`src/rtl/mem_arbiter.sv`:
```
// Two-requester round-robin memory arbiter with a registered-read response path and a
// zero-fill clear sequencer that takes priority over new grants.
module mem_arbiter #(
    parameter int unsigned ADDR_W = 5,
    parameter int unsigned DATA_W = 4,
    parameter int unsigned DEPTH  = 32
) (
    input  logic              clk,
    input  logic              reset,
    input  logic              clr_req,
    output logic              clr_busy,
    input  logic              req0_valid,
    input  logic              req0_we,
    input  logic [ADDR_W-1:0] req0_addr,
    input  logic [DATA_W-1:0] req0_wdata,
    output logic              req0_ready,
    output logic              rsp0_valid,
    output logic [DATA_W-1:0] rsp0_rdata,
    input  logic              req1_valid,
    input  logic              req1_we,
    input  logic [ADDR_W-1:0] req1_addr,
    input  logic [DATA_W-1:0] req1_wdata,
    output logic              req1_ready,
    output logic              rsp1_valid,
    output logic [DATA_W-1:0] rsp1_rdata,
    output logic              mem_we,
    output logic [ADDR_W-1:0] mem_addr,
    output logic [DATA_W-1:0] mem_din,
    input  logic [DATA_W-1:0] mem_dout
);

    localparam int unsigned CNT_W = (DEPTH > 1) ? $clog2(DEPTH) : 1;

    typedef enum logic [1:0] {StIdle, StRdWait, StClear} state_e;

    state_e            r_state;
    state_e            w_state_next;
    logic              r_ptr;
    logic              r_owner;
    logic              r_clr_pend;
    logic [CNT_W-1:0]  r_cnt;
    logic              r_rsp0_valid;
    logic              r_rsp1_valid;
    logic [DATA_W-1:0] r_rsp0_rdata;
    logic [DATA_W-1:0] r_rsp1_rdata;

    logic              w_clr_go;
    logic              w_any_req;
    logic              w_grant_idx;
    logic              w_accept;
    logic              w_sel_we;
    logic [ADDR_W-1:0] w_sel_addr;
    logic [DATA_W-1:0] w_sel_wdata;
    logic              w_cnt_last;

    // A pending or fresh clear blocks any grant in the same IDLE cycle.
    assign w_clr_go   = (r_state == StIdle) && (clr_req || r_clr_pend);
    assign w_any_req  = req0_valid || req1_valid;
    assign w_cnt_last = (r_cnt == CNT_W'(DEPTH - 1));

    always_comb begin
        if (req0_valid && req1_valid) begin
            w_grant_idx = ~r_ptr;
        end else begin
            w_grant_idx = req1_valid;
        end
    end

    assign w_accept    = !reset && (r_state == StIdle) && !w_clr_go && w_any_req;
    assign w_sel_we    = w_grant_idx ? req1_we    : req0_we;
    assign w_sel_addr  = w_grant_idx ? req1_addr  : req0_addr;
    assign w_sel_wdata = w_grant_idx ? req1_wdata : req0_wdata;

    always_ff @(posedge clk or posedge reset) begin
        if (reset) begin
            r_state <= StIdle;
        end else begin
            r_state <= w_state_next;
        end
    end

    always_comb begin
        w_state_next = r_state;
        unique case (r_state)
            StIdle: begin
                if (w_clr_go) begin
                    w_state_next = StClear;
                end else if (w_accept && !w_sel_we) begin
                    w_state_next = StRdWait;
                end
            end
            StRdWait: w_state_next = StIdle;
            StClear:  if (w_cnt_last) w_state_next = StIdle;
            default:  w_state_next = StIdle;
        endcase
    end

    always_comb begin
        req0_ready = 1'b0;
        req1_ready = 1'b0;
        mem_we     = 1'b0;
        mem_addr   = '0;
        mem_din    = '0;
        clr_busy   = 1'b0;
        unique case (r_state)
            StIdle: begin
                if (w_accept) begin
                    req0_ready = !w_grant_idx;
                    req1_ready = w_grant_idx;
                    mem_we     = w_sel_we;
                    mem_addr   = w_sel_addr;
                    mem_din    = w_sel_wdata;
                end
            end
            StClear: begin
                clr_busy = 1'b1;
                mem_we   = 1'b1;
                mem_addr = ADDR_W'(r_cnt);
            end
            default: ;
        endcase
    end

    always_ff @(posedge clk or posedge reset) begin
        if (reset) begin
            r_ptr        <= 1'b1;
            r_owner      <= 1'b0;
            r_clr_pend   <= 1'b0;
            r_cnt        <= '0;
            r_rsp0_valid <= 1'b0;
            r_rsp1_valid <= 1'b0;
            r_rsp0_rdata <= '0;
            r_rsp1_rdata <= '0;
        end else begin
            r_rsp0_valid <= 1'b0;
            r_rsp1_valid <= 1'b0;
            if (w_accept) begin
                r_ptr <= w_grant_idx;
                if (!w_sel_we) begin
                    r_owner <= w_grant_idx;
                end
            end
            // Memory read data is valid in RD_WAIT; capture it for the owner.
            if (r_state == StRdWait) begin
                if (clr_req) begin
                    r_clr_pend <= 1'b1;
                end
                if (r_owner) begin
                    r_rsp1_valid <= 1'b1;
                    r_rsp1_rdata <= mem_dout;
                end else begin
                    r_rsp0_valid <= 1'b1;
                    r_rsp0_rdata <= mem_dout;
                end
            end
            if (w_clr_go) begin
                r_clr_pend <= 1'b0;
            end
            if (r_state == StClear) begin
                r_cnt <= w_cnt_last ? '0 : r_cnt + 1'b1;
            end
        end
    end

    assign rsp0_valid = r_rsp0_valid;
    assign rsp1_valid = r_rsp1_valid;
    assign rsp0_rdata = r_rsp0_rdata;
    assign rsp1_rdata = r_rsp1_rdata;

endmodule
```
`config.mk`:
```
export PLATFORM = sky130hd
export DESIGN_NAME = mem_arbiter
export DESIGN_NICKNAME = d
export VERILOG_FILES = /design/src/rtl/mem_arbiter.sv
export SDC_FILE = /design/constraint.sdc
export NUM_CORES = 1
export LEC_CHECK = 0
export CAP_MARGIN = 20
export CORE_ASPECT_RATIO = 1.2
export CORE_MARGIN = 10
export CORE_UTILIZATION = 36
export DETAILED_ROUTE_END_ITERATION = 16
export PLACE_DENSITY = 0.71
export SYNTH_ARGS = -nofsm -noshare
export SYNTH_HDL_FRONTEND = slang
export SYNTH_SLANG_ARGS = --single-unit
```
`constraint.sdc`:
```
create_clock -name clk -period 2 [get_ports clk]
set_input_delay 0.6 -clock clk [delete_from_list [all_inputs] [get_ports clk]]
set_output_delay 0.6 -clock clk [all_outputs]
set_load 0.005 [all_outputs]
```
==> impl_metrics.toml <==
[layout]
num_antenna_cells = 0
post-route-util_pct = 66.32
drive_gt1_share_pct = 40.32
final_area_sq_um = 1899
syn2layout_area_growth_pct = 72.89
nets = 218

[critical_path]
reg2reg_to = "r_owner"
worstPathArrival_ps = 1860
cpMaxStageDelayCell = "or4_4"
crit_type = "input port to output port"
startpoint = "clr_req"
critPathTopFamily = "simple AND/OR/NAND/NOR gates"
crit_path_cell_trace = "buf_2 -> or4_4 -> nand2b_4 -> buf_6 -> o31ai_4 -> buf_2"
cp.required_ps = 1400
cp_num_buf_inv = 3
critPathMaxStageDelay_ps = 550
reg2reg_from = "r_state[1]"
r2r_slack_ps = 290
startpoint_type = "input port"
rr_worst_depth = 4
endpoint_kind = "output port"
critPathMaxFanout = 3
crit_top_cell = "buf_2"

[die]
initial_core_util_pct = 38.36
die_width_um = 70.43
num_rows = 21
die_h_um = 80.51
core_area_sq_um = 2864
dieArea_sq_um = 5670
io_pins = 52

[yosys]
synthArstFlopShare_pct = 100.0
yosys_register_bits = 20
synthTopCellsByArea = "dfrtp_1 (43%), mux2_2 (8.2%), nand2_1 (5.5%)"
synthDistinctLibCells = 35
syn_area_sq_um = 1099
ys_warn_count = 0
yosysSeqAreaShare_pct = 45.67
yosysMostFrequentCell = "dfrtp_1"
postSynthCellCount = 107
synth_edf_count = 0
avgSynthCellArea_sq_um = 10.27
syn_nets = 138
synth_common_cells = "dfrtp_1 (19), nand2_1 (16), mux2_2 (8), o21ai_0 (8)"
synthFlopType = "dfrtp_1"
synth_top_area_cell = "dfrtp_1"
synth_top_area_share_pct = 43.28

[detailed_routing]
route.detailed.drc = 0
vias = 1111
wl_per_cell_um = 16.45
drt_pre_antenna_iters = 4
drtIter0Drc = 35
route.antenna.remaining_nets = 0
drt_wl_total_mm = 3.619
vias_per_cell = 5.050

[place]
portBuffers = 51
place_congestion = 0.7506
dp_slack_ps = -1047
hpwl_mm = 2.868
place_area_sq_um = 1819

[cts]
root_buffer = "clkbuf_4"
cts.path.max_buffers = 2
clock-sinks = 20
cts_buffers = 3
path_clk_slew_ps = 110
cts_tree = "built"
clkLatencyLatePin_ps = 290
htreeDepth = 1
hold_buffers = 0

[timing]
min_period_ps = 2463
setup_tns_ps = -4627
period_share_pct = 123.2
slew_violations = 0
fin_ws_ps = -463.1
slew_headroom_pct = 71.94
setup_violations = 13
hold_viol = 0
max_freq_ghz = 0.4060
rsz0062_at_grt = "yes"
clock_skew_ps = 4.448
tightest_slew_ps = 419.1

[hold_path]
hold_class = "flop to flop"
worstHoldEndpoint = "rsp1_rdata[2]"
hold-path-cell-count = 1
hp-start = "rsp1_rdata[2]"

[pwr]
clockPowerShare_pct = 16.0
switching_share_pct = 33.92
p_sw_uw = 485.4
power_density_nw_per_um2 = 753.5
power.total_mw = 1.431
comb_power_share_pct = 43.9
internal_power_uw = 945.8
power_frac_seq_pct = 40.1
vdd_drop_max_mv = 0.6032
leakagePower_nw = 0.8779

[status]
violations = "setup timing"
status = "complete, but fails checks"

[flow_run]
max_cap_viol_count = 0

[global_routing]
grt_max_degree = 21
antenna_found_initial = 0
grt_first_pass_wirelength_mm = 5.733
first_global_vias = 1223
overflow = 0
grt_usage_pct = 12.05
==> metal layers <==
metal / share of wire, % / GRT usage (%)
met2: 56 / 24.01
met1: 38 / 11.20
met3: 5.1 / 3.690
met4: 1.5 / 4.150
met5: 0 / 0
==> registers in the layout (all words and copies together), names as in the netlist <==
signal      count
r_clr_pend      1
r_state         2
r_cnt           5
rsp1_rdata      4
rsp0_valid      1
r_owner         1
rsp0_rdata      4
r_ptr           1
rsp1_valid      1
==> power by group through the flow <==
stage               Clock [mW]  Combinational (mW)  Sequential, mW
floorplan                    0               0.335           0.562
global placement             0               0.648           0.576
detailed placement           0               0.667           0.581
CTS                      0.241               0.633           0.573
global route             0.260               0.706           0.586
finish                   0.229               0.628           0.573
==> cell usage in the layout, fill, tap and decap left out, types with 2 or more instances in the layout <==
cell type         n
a21oi_2           4
a32oi_1           4
buf_2            13
buf_4            20
buf_6             7
clkbuf_4          3
clkdlybuf4s50_1  35
dfrtp_1          19
dlygate4sd2_1     2
ha_1              2
inv_1             2
mux2_2            8
mux2i_1           2
nand2_1          16
nand2b_1          3
nand2b_4          2
nand3_1           4
nand3b_1          2
nor2_1            3
nor3b_2           2
o21ai_0           5
o21ai_1           2
o21ai_2           3
==> repair_timing <==
action | in CTS | in global routing
resized for setup | 65 | 6
pin swaps | 1 | 1
gates cloned | 1 | 0
setup endpoints to repair | 13 | 13
endpoints found under the hold margin | 0 | 0
setup buffers | 7 | 1
==> layout make-up <==
type                    count  area, sq um
fillers                   239        964.7
repair buffers             77        661.9
multi-input cells          81        636.9
flip-flops and latches     20        501.7
well taps                  34        42.54
clock buffers               4        36.28
inverters                   4        20.02
==> cells by family (layout without fill, tap and decap cells) <==
logic type	count (synthesis)	in the layout	share of synthesized area (%)
mux	10	10	10.02
buf+inv	7	85	3.758
fa+ha+maj	2	2	2.278
simple gates	41	42	21.07
flops	20	20	45.67
compound gates	27	27	17.20
==> worst reg2reg max path, stage by stage, from the launching register on <==
cell	delay (ps)
dfrtp_1	410
or4_4	540
buf_4	170
o41ai_2	240
o2bb2a_1	240
==> metrics by stage <==
stage	instances	hold WS, ps
3_5_place_dp	207	494.1
3_3_place_gp	207	488.1
5_1_grt	220	553.7
6_report	220	514.5
4_1_cts	219	517.9
2_1_floorplan	107	468.5
==> worst max path at each step <==
| stage | endpoint | slack, ps | cells after the start |
|---|---|---|---|
| finish | mem_we | -460 | 6 |
| detailed placement | mem_we | -1050 | 5 |
| global route | mem_we | -520 | 5 |
| global placement | mem_we | -1020 | 5 |
| floorplan | req0_ready | -90 | 4 |
| CTS | mem_we | -460 | 5 |
(Power assumes the default switching activity.)
